## config.mk

```make
export PLATFORM = sky130hd
export DESIGN_NAME = glyph_row_reader
export DESIGN_NICKNAME = d
export VERILOG_FILES = /design/src/rtl/glyph_row_reader.sv
export SDC_FILE = /design/constraint.sdc
export NUM_CORES = 1
export LEC_CHECK = 0
export CAP_MARGIN = 10
export CORE_MARGIN = 2
export CORE_UTILIZATION = 39
export CTS_CLUSTER_SIZE = 24
export DETAILED_ROUTE_END_ITERATION = 8
export GPL_ROUTABILITY_DRIVEN = 0
export PLACE_DENSITY = 0.7
export RECOVER_POWER = 25
export SETUP_SLACK_MARGIN = 0.15
export SLEW_MARGIN = 25
export SYNTH_ARGS = -nofsm -noshare
export SYNTH_HDL_FRONTEND = slang
export SYNTH_SLANG_ARGS = --single-unit
```

## constraint.sdc

```tcl
create_clock -name clk -period 1.43 [get_ports clk]
set_input_delay 0.286 -clock clk [delete_from_list [all_inputs] [get_ports clk]]
set_output_delay 0.286 -clock clk [all_outputs]
set_load 0.02 [all_outputs]
```

## src/rtl/glyph_row_reader.sv

```systemverilog
`default_nettype none
// ============================================================================
// Module   : glyph_row_reader
// Purpose  : Reads one glyph row from the glyph RAM (port B) and streams its
//            pixels MSB first. Define GLYPH_ROW_READER_PREFETCH_EN to add a
//            one-entry next-row buffer for back-to-back rows with no bubble.
// Revision : 1.0  initial release
// ============================================================================
module glyph_row_reader #(
    parameter int RAM_WIDTH      = 16,
    parameter int RAM_ADDR_BITSB = 10,
    parameter int ROW_BITS       = 4,
    parameter int GLYPH_BITS     = RAM_ADDR_BITSB - ROW_BITS
) (
    input  logic                      clk,
    input  logic                      reset,
    input  logic                      req_valid,
    output logic                      req_ready,
    input  logic [GLYPH_BITS-1:0]     req_glyph,
    input  logic [ROW_BITS-1:0]       req_row,
    output logic                      mem_en,
    output logic                      mem_we,
    output logic [RAM_ADDR_BITSB-1:0] mem_addr,
    input  logic [RAM_WIDTH-1:0]      mem_dout,
    output logic                      pix_valid,
    input  logic                      pix_ready,
    output logic                      pix_data,
    output logic                      pix_last,
    output logic                      busy
);

    localparam int                  CNT_BITS = $clog2(RAM_WIDTH);
    localparam logic [CNT_BITS-1:0] CNT_LAST = CNT_BITS'(RAM_WIDTH - 1);
    localparam logic [CNT_BITS-1:0] CNT_ONE  = CNT_BITS'(1);

    typedef enum logic [1:0] {
        S_IDLE    = 2'd0,
        S_READ    = 2'd1,
        S_CAPTURE = 2'd2,
        S_SHIFT   = 2'd3
    } state_t;

    state_t                    state_q, state_d;
    logic [RAM_WIDTH-1:0]      shreg_q, shreg_d;
    logic [CNT_BITS-1:0]       cnt_q, cnt_d;
    logic [RAM_ADDR_BITSB-1:0] addr_q, addr_d;

`ifdef GLYPH_ROW_READER_PREFETCH_EN
    // Buffered next row: read issued, data on mem_dout, or word held.
    logic                 pf_rd_q, pf_rd_d;
    logic                 pf_cap_q, pf_cap_d;
    logic                 pf_full_q, pf_full_d;
    logic [RAM_WIDTH-1:0] pf_data_q, pf_data_d;
    logic                 pf_empty;

    assign pf_empty = !pf_rd_q && !pf_cap_q && !pf_full_q;

    always_ff @(posedge clk) begin
        if (reset) begin
            pf_rd_q   <= 1'b0;
            pf_cap_q  <= 1'b0;
            pf_full_q <= 1'b0;
            pf_data_q <= '0;
        end else begin
            pf_rd_q   <= pf_rd_d;
            pf_cap_q  <= pf_cap_d;
            pf_full_q <= pf_full_d;
            pf_data_q <= pf_data_d;
        end
    end
`endif

    always_ff @(posedge clk) begin
        if (reset) begin
            state_q <= S_IDLE;
            shreg_q <= '0;
            cnt_q   <= '0;
            addr_q  <= '0;
        end else begin
            state_q <= state_d;
            shreg_q <= shreg_d;
            cnt_q   <= cnt_d;
            addr_q  <= addr_d;
        end
    end

    always_comb begin
        state_d   = state_q;
        shreg_d   = shreg_q;
        cnt_d     = cnt_q;
        addr_d    = addr_q;
        req_ready = 1'b0;
        mem_en    = 1'b0;
        pix_valid = 1'b0;
`ifdef GLYPH_ROW_READER_PREFETCH_EN
        pf_rd_d   = 1'b0;
        pf_cap_d  = 1'b0;
        pf_full_d = pf_full_q;
        pf_data_d = pf_data_q;
`endif

        case (state_q)
            S_IDLE: begin
                req_ready = 1'b1;
                if (req_valid) begin
                    addr_d  = {req_glyph, req_row};
                    state_d = S_READ;
                end
            end
            S_READ: begin
                mem_en  = 1'b1;
                state_d = S_CAPTURE;
            end
            S_CAPTURE: begin
                shreg_d = mem_dout;
                cnt_d   = '0;
                state_d = S_SHIFT;
            end
            default: begin
                pix_valid = 1'b1;
`ifdef GLYPH_ROW_READER_PREFETCH_EN
                req_ready = pf_empty;
                if (req_valid && pf_empty) begin
                    addr_d  = {req_glyph, req_row};
                    pf_rd_d = 1'b1;
                end
                if (pf_rd_q) begin
                    pf_cap_d = 1'b1;
                end
                if (pf_cap_q) begin
                    pf_full_d = 1'b1;
                    pf_data_d = mem_dout;
                end
`endif
                if (pix_ready) begin
                    shreg_d = shreg_q << 1;
                    cnt_d   = cnt_q + CNT_ONE;
                    if (cnt_q == CNT_LAST) begin
                        cnt_d   = '0;
                        state_d = S_IDLE;
`ifdef GLYPH_ROW_READER_PREFETCH_EN
                        // Hand over to the next row wherever its read has got to.
                        if (pf_full_q) begin
                            shreg_d   = pf_data_q;
                            pf_full_d = 1'b0;
                            state_d   = S_SHIFT;
                        end else if (pf_cap_q) begin
                            shreg_d   = mem_dout;
                            pf_full_d = 1'b0;
                            state_d   = S_SHIFT;
                        end else if (pf_rd_q) begin
                            pf_cap_d  = 1'b0;
                            state_d   = S_CAPTURE;
                        end else if (req_valid && pf_empty) begin
                            pf_rd_d   = 1'b0;
                            state_d   = S_READ;
                        end
`endif
                    end
                end
            end
        endcase

`ifdef GLYPH_ROW_READER_PREFETCH_EN
        mem_en = mem_en | pf_rd_q;
`endif
    end

    assign mem_we   = 1'b0;
    assign mem_addr = addr_q;
    assign busy     = (state_q != S_IDLE);
    assign pix_data = (state_q == S_SHIFT) && shreg_q[RAM_WIDTH-1];
    assign pix_last = (state_q == S_SHIFT) && (cnt_q == CNT_LAST);

endmodule
`default_nettype wire

```

==> flow_summary.yaml <==
placed_design:
  dp.final_hpwl_um: 2694
  dpl_worst_slack_ns: -0.1721
  place_area_mm2: 0.002292
  port_buffers: 45
worst_setup_path:
  critPathMaxFanout: 3
  cp_cell_sequence: "buf_4, ha_4, inv_1, nor2_1, buf_4"
  critPathSlowestCell: "dfxtp_4"
  cp.arrival_ns: 1.26
  crit_type: "flip-flop to output port"
  crit_family: "flip-flops"
  required_ns: 1.14
  crit_start: "state_q[0]$_SDFFE_PP0P_"
  r2r_setup_slack_ns: -0.11
  r2r_end: "shreg_q[1]$_SDFFE_PP0P_"
  worst-r2r-cell-count: 9
  crit_path_frequent_cell: "buf_4"
  worst_setup_path_start_kind: "flip-flop"
  cp-end-kind: "output port"
  crit_cells: 5
  cp-endpoint: "pix_last"
  critical_path.max_stage_delay_ns: 0.38
  r2r-start: "state_q[0]$_SDFFE_PP0P_"
  cp_num_buf_inv: 3
synthesis:
  synthSimpleGateAreaFrac_pct: 14.20
  synth_nets: 211
  synthAdderAreaFrac_pct: 4.508
  yosysTopAreaCellShare_pct: 38.47
  synth_xor_area_share_pct: 0
  async_flop_share_pct: 0
  synth-seq-cells: 32
  yosysTopAreaCell: "dfxtp_1"
  ys_seq_area_share_pct: 38.47
  synth_compound_area_share_pct: 24.34
  ys.flop_type: "dfxtp_1"
  synth_top_family_by_area: "compound AO/OA/AOI/OAI gates"
  synthTopCellsByArea: "dfxtp_1, mux2i_1, a211oi_2"
  yosys_warnings: 0
  syn_area_per_cell_um2: 9.516
  synth_mux_area_share_pct: 10.22
  synthCells: 175
  netlist_area_mm2: 0.001665
  synth_edf_count: 0
  post_synth_num_cell_types: 31
cells_and_area:
  nets: 290
  syn_to_final_growth_pct: 81.67
  drive_gt1_share_pct: 47.84
  final_area_mm2: 0.003025
  nFillCells: 289
  diodes: 0
clock_network:
  cts_hold_buf: 0
  clk_latency_ns: 0.30
  cts_max_level: 2
  numCtsBuffers: 5
  root_buffer: "clkbuf_8"
  clk_path_buf_depth: 2
  cts_sinks: 32
  clk_pin_slew_worst_paths_ns: 0.07
  cts_tree: "yes"
global_route:
  grt_pass1_wl_um: 8328
  grt_max_degree: 16
  grt_pass1_vias: 1729
  gr-total-overflow: 0
  antenna_found_initial: 0
  track_usage_pct: 21.93
drt:
  viasPerCell: 5.279
  drtPass1Iterations: 4
  ant_nets: 0
  wl_per_cell_um: 17.05
  drt_iter0_markers: 37
  routed_wl_um: 5199
  drc: 0
  vias: 1610
floorplan:
  die_h_um: 69.35
  num_io_pins: 47
  die_area_mm2: 0.004809
  die_w_um: 69.35
  fp.coreArea_mm2: 0.004058
  initial_core_util_pct: 41.04
  num_rows: 23
power:
  p_sw_uw: 2567
  p_comb_share_pct: 64.4
  seq_power_share_pct: 21.0
  clockPowerShare_pct: 14.6
  p_per_area_mw_per_mm2: 2218
  peakVddDrop_mv: 1.315
  leakagePower_uw: 0.001091
  internal-power_uw: 4143
  swShare_pct: 38.26
timing:
  fmax_ghz: 0.6485
  setup-tns-final_ns: -1.100
  finalMaxSlewViolations: 0
  setup_slack_ns: -0.1121
  finalSetupViolCount: 22
  fin_crit_ns: 1.542
  rsz0062_at_grt: "yes"
  fin_crit_sh_pct: 107.8
  hold_ws_ns: 0.4505
  finalHoldViolCount: 0
  fin_worst_skew_ns: 0.007766
hold_path:
  hp-start: "mem_addr[3]$_SDFFE_PP0P_"
  hp-class: "flip-flop to flip-flop"
run_status:
  status: "complete, but fails checks"
  violations: "setup timing"
run:
  cap_viol_max_count: 0
[cell families after synthesis]
| logic type | Yosys count |
|---|---|
| AOI/OAI and AO/OA | 55 |
| adders and majority gates | 6 |
| buffers and inverters | 20 |
| DFF | 32 |
| muxes | 17 |
| other | 1 |
| and+or+nand+nor | 44 |
[per-layer routing]
layer  up-vias  global-route usage (%)  share of wire [%]
li1        778                       -                  -
met2        51                   36.32                 49
met1       765                   25.86                 42
met3        16                   6.250                5.3
met5         -                       0                  0
met4         0                   10.89                2.7
[area by class of cell]
| type | count | area [um^2] | area share [%] |
|---|---|---|---|
| tap | 50 | 62.56 | 2.068 |
| multi-input combinational | 123 | 1197 | 39.58 |
| clock inverter | 1 | 30.03 | 0.9926 |
| sequential | 32 | 650.6 | 21.51 |
| inverter | 5 | 26.28 | 0.8685 |
| timing repair buffer | 87 | 962.2 | 31.80 |
| clock buffer | 7 | 96.34 | 3.184 |
[cells in the final DEF, fill, tap and decap left out, types with 3 or more instances in the layout]
| master | Yosys | layout |
|---|---|---|
| clkdlybuf4s50_1 | 0 | 29 |
| dfxtp_1 | 32 | 28 |
| nand2_1 | 21 | 19 |
| buf_4 | 3 | 19 |
| buf_6 | 6 | 18 |
| mux2i_1 | 17 | 16 |
| a211oi_2 | 10 | 15 |
| a21oi_2 | 10 | 12 |
| a21oi_1 | 21 | 10 |
| a21oi_4 | 0 | 9 |
| clkbuf_8 | 0 | 7 |
| ha_4 | 0 | 6 |
| buf_12 | 0 | 6 |
| dlygate4sd2_1 | 0 | 5 |
| buf_16 | 0 | 4 |
| inv_4 | 0 | 3 |
| nor2_1 | 3 | 3 |
| nor2_4 | 2 | 3 |
| o21ai_2 | 0 | 3 |
| o21ai_1 | 1 | 3 |
| nand2b_1 | 3 | 3 |
| clkdlybuf4s15_1 | 0 | 3 |
[worst reg2reg max path, cell delays in order, from the launching register on]
cell and delay (ns):
dfxtp_4 0.36, buf_6 0.12, ha_4 0.16, buf_6 0.12, nor2_4 0.12, buf_6 0.12, buf_12 0.10, buf_16 0.12
a21oi_4 0.06, a211oi_2 0.18
[Yosys cell counts, types with 2 or more instances]
| master | instances |
|---|---|
| a21oi_2 | 10 |
| a21oi_1 | 21 |
| mux2i_1 | 17 |
| nand2b_1 | 3 |
| dfxtp_1 | 32 |
| nor2_4 | 2 |
| a211oi_1 | 5 |
| nor2_1 | 3 |
| nand4b_1 | 2 |
| buf_6 | 6 |
| a211oi_2 | 10 |
| buf_4 | 3 |
| clkbuf_1 | 4 |
| nand3_1 | 3 |
| inv_1 | 5 |
| o21ai_0 | 6 |
| and2_1 | 2 |
| buf_2 | 2 |
| ha_1 | 6 |
| nand2_1 | 21 |
| nand4_1 | 2 |
[power by group through the flow]
stage	sequential, uW	combinational, uW	clock, uW
6_report	1410	4320	978
5_1_grt	1440	4570	1020
4_1_cts	1370	3830	970
3_5_place_dp	1330	2490	0
3_3_place_gp	1320	2470	0
2_1_floorplan	1380	1690	0
[worst min-delay path by stage]
stage,end,cells past startpoint
finish,mem_addr[3]$_SDFFE_PP0P_,2
CTS,mem_addr[3]$_SDFFE_PP0P_,2
detailed placement,mem_addr[1]$_SDFFE_PP0P_,2
floorplan,mem_addr[0]$_SDFFE_PP0P_,2
global placement,mem_addr[5]$_SDFFE_PP0P_,2
global route,mem_addr[7]$_SDFFE_PP0P_,2
[flip-flops by register name, summed over array words and instances, names as in the netlist]
name,flops
cnt_q,4
mem_addr,10
shreg_q,16
state_q,2
[timing repair]
action | CTS | global route
buffers inserted | 11 | 4
setup endpoints to repair | 48 | 43
pin swaps | 25 | 16
gates resized for setup | 93 | 40
cloned | 4 | 0
[metrics by stage]
| stage | instances | power (uW) | util (%) |
|---|---|---|---|
| 6_report | 305 | 6710 | 74.56 |
| 5_1_grt | 305 | 7035 | 74.56 |
| 4_1_cts | 301 | 6167 | 69.78 |
| 3_5_place_dp | 278 | 3827 | 56.49 |
| 3_3_place_gp | 278 | 3792 | 56.49 |
| 2_1_floorplan | 175 | 3070 | - |
No activity file was read; power rests on OpenSTA's default activity.
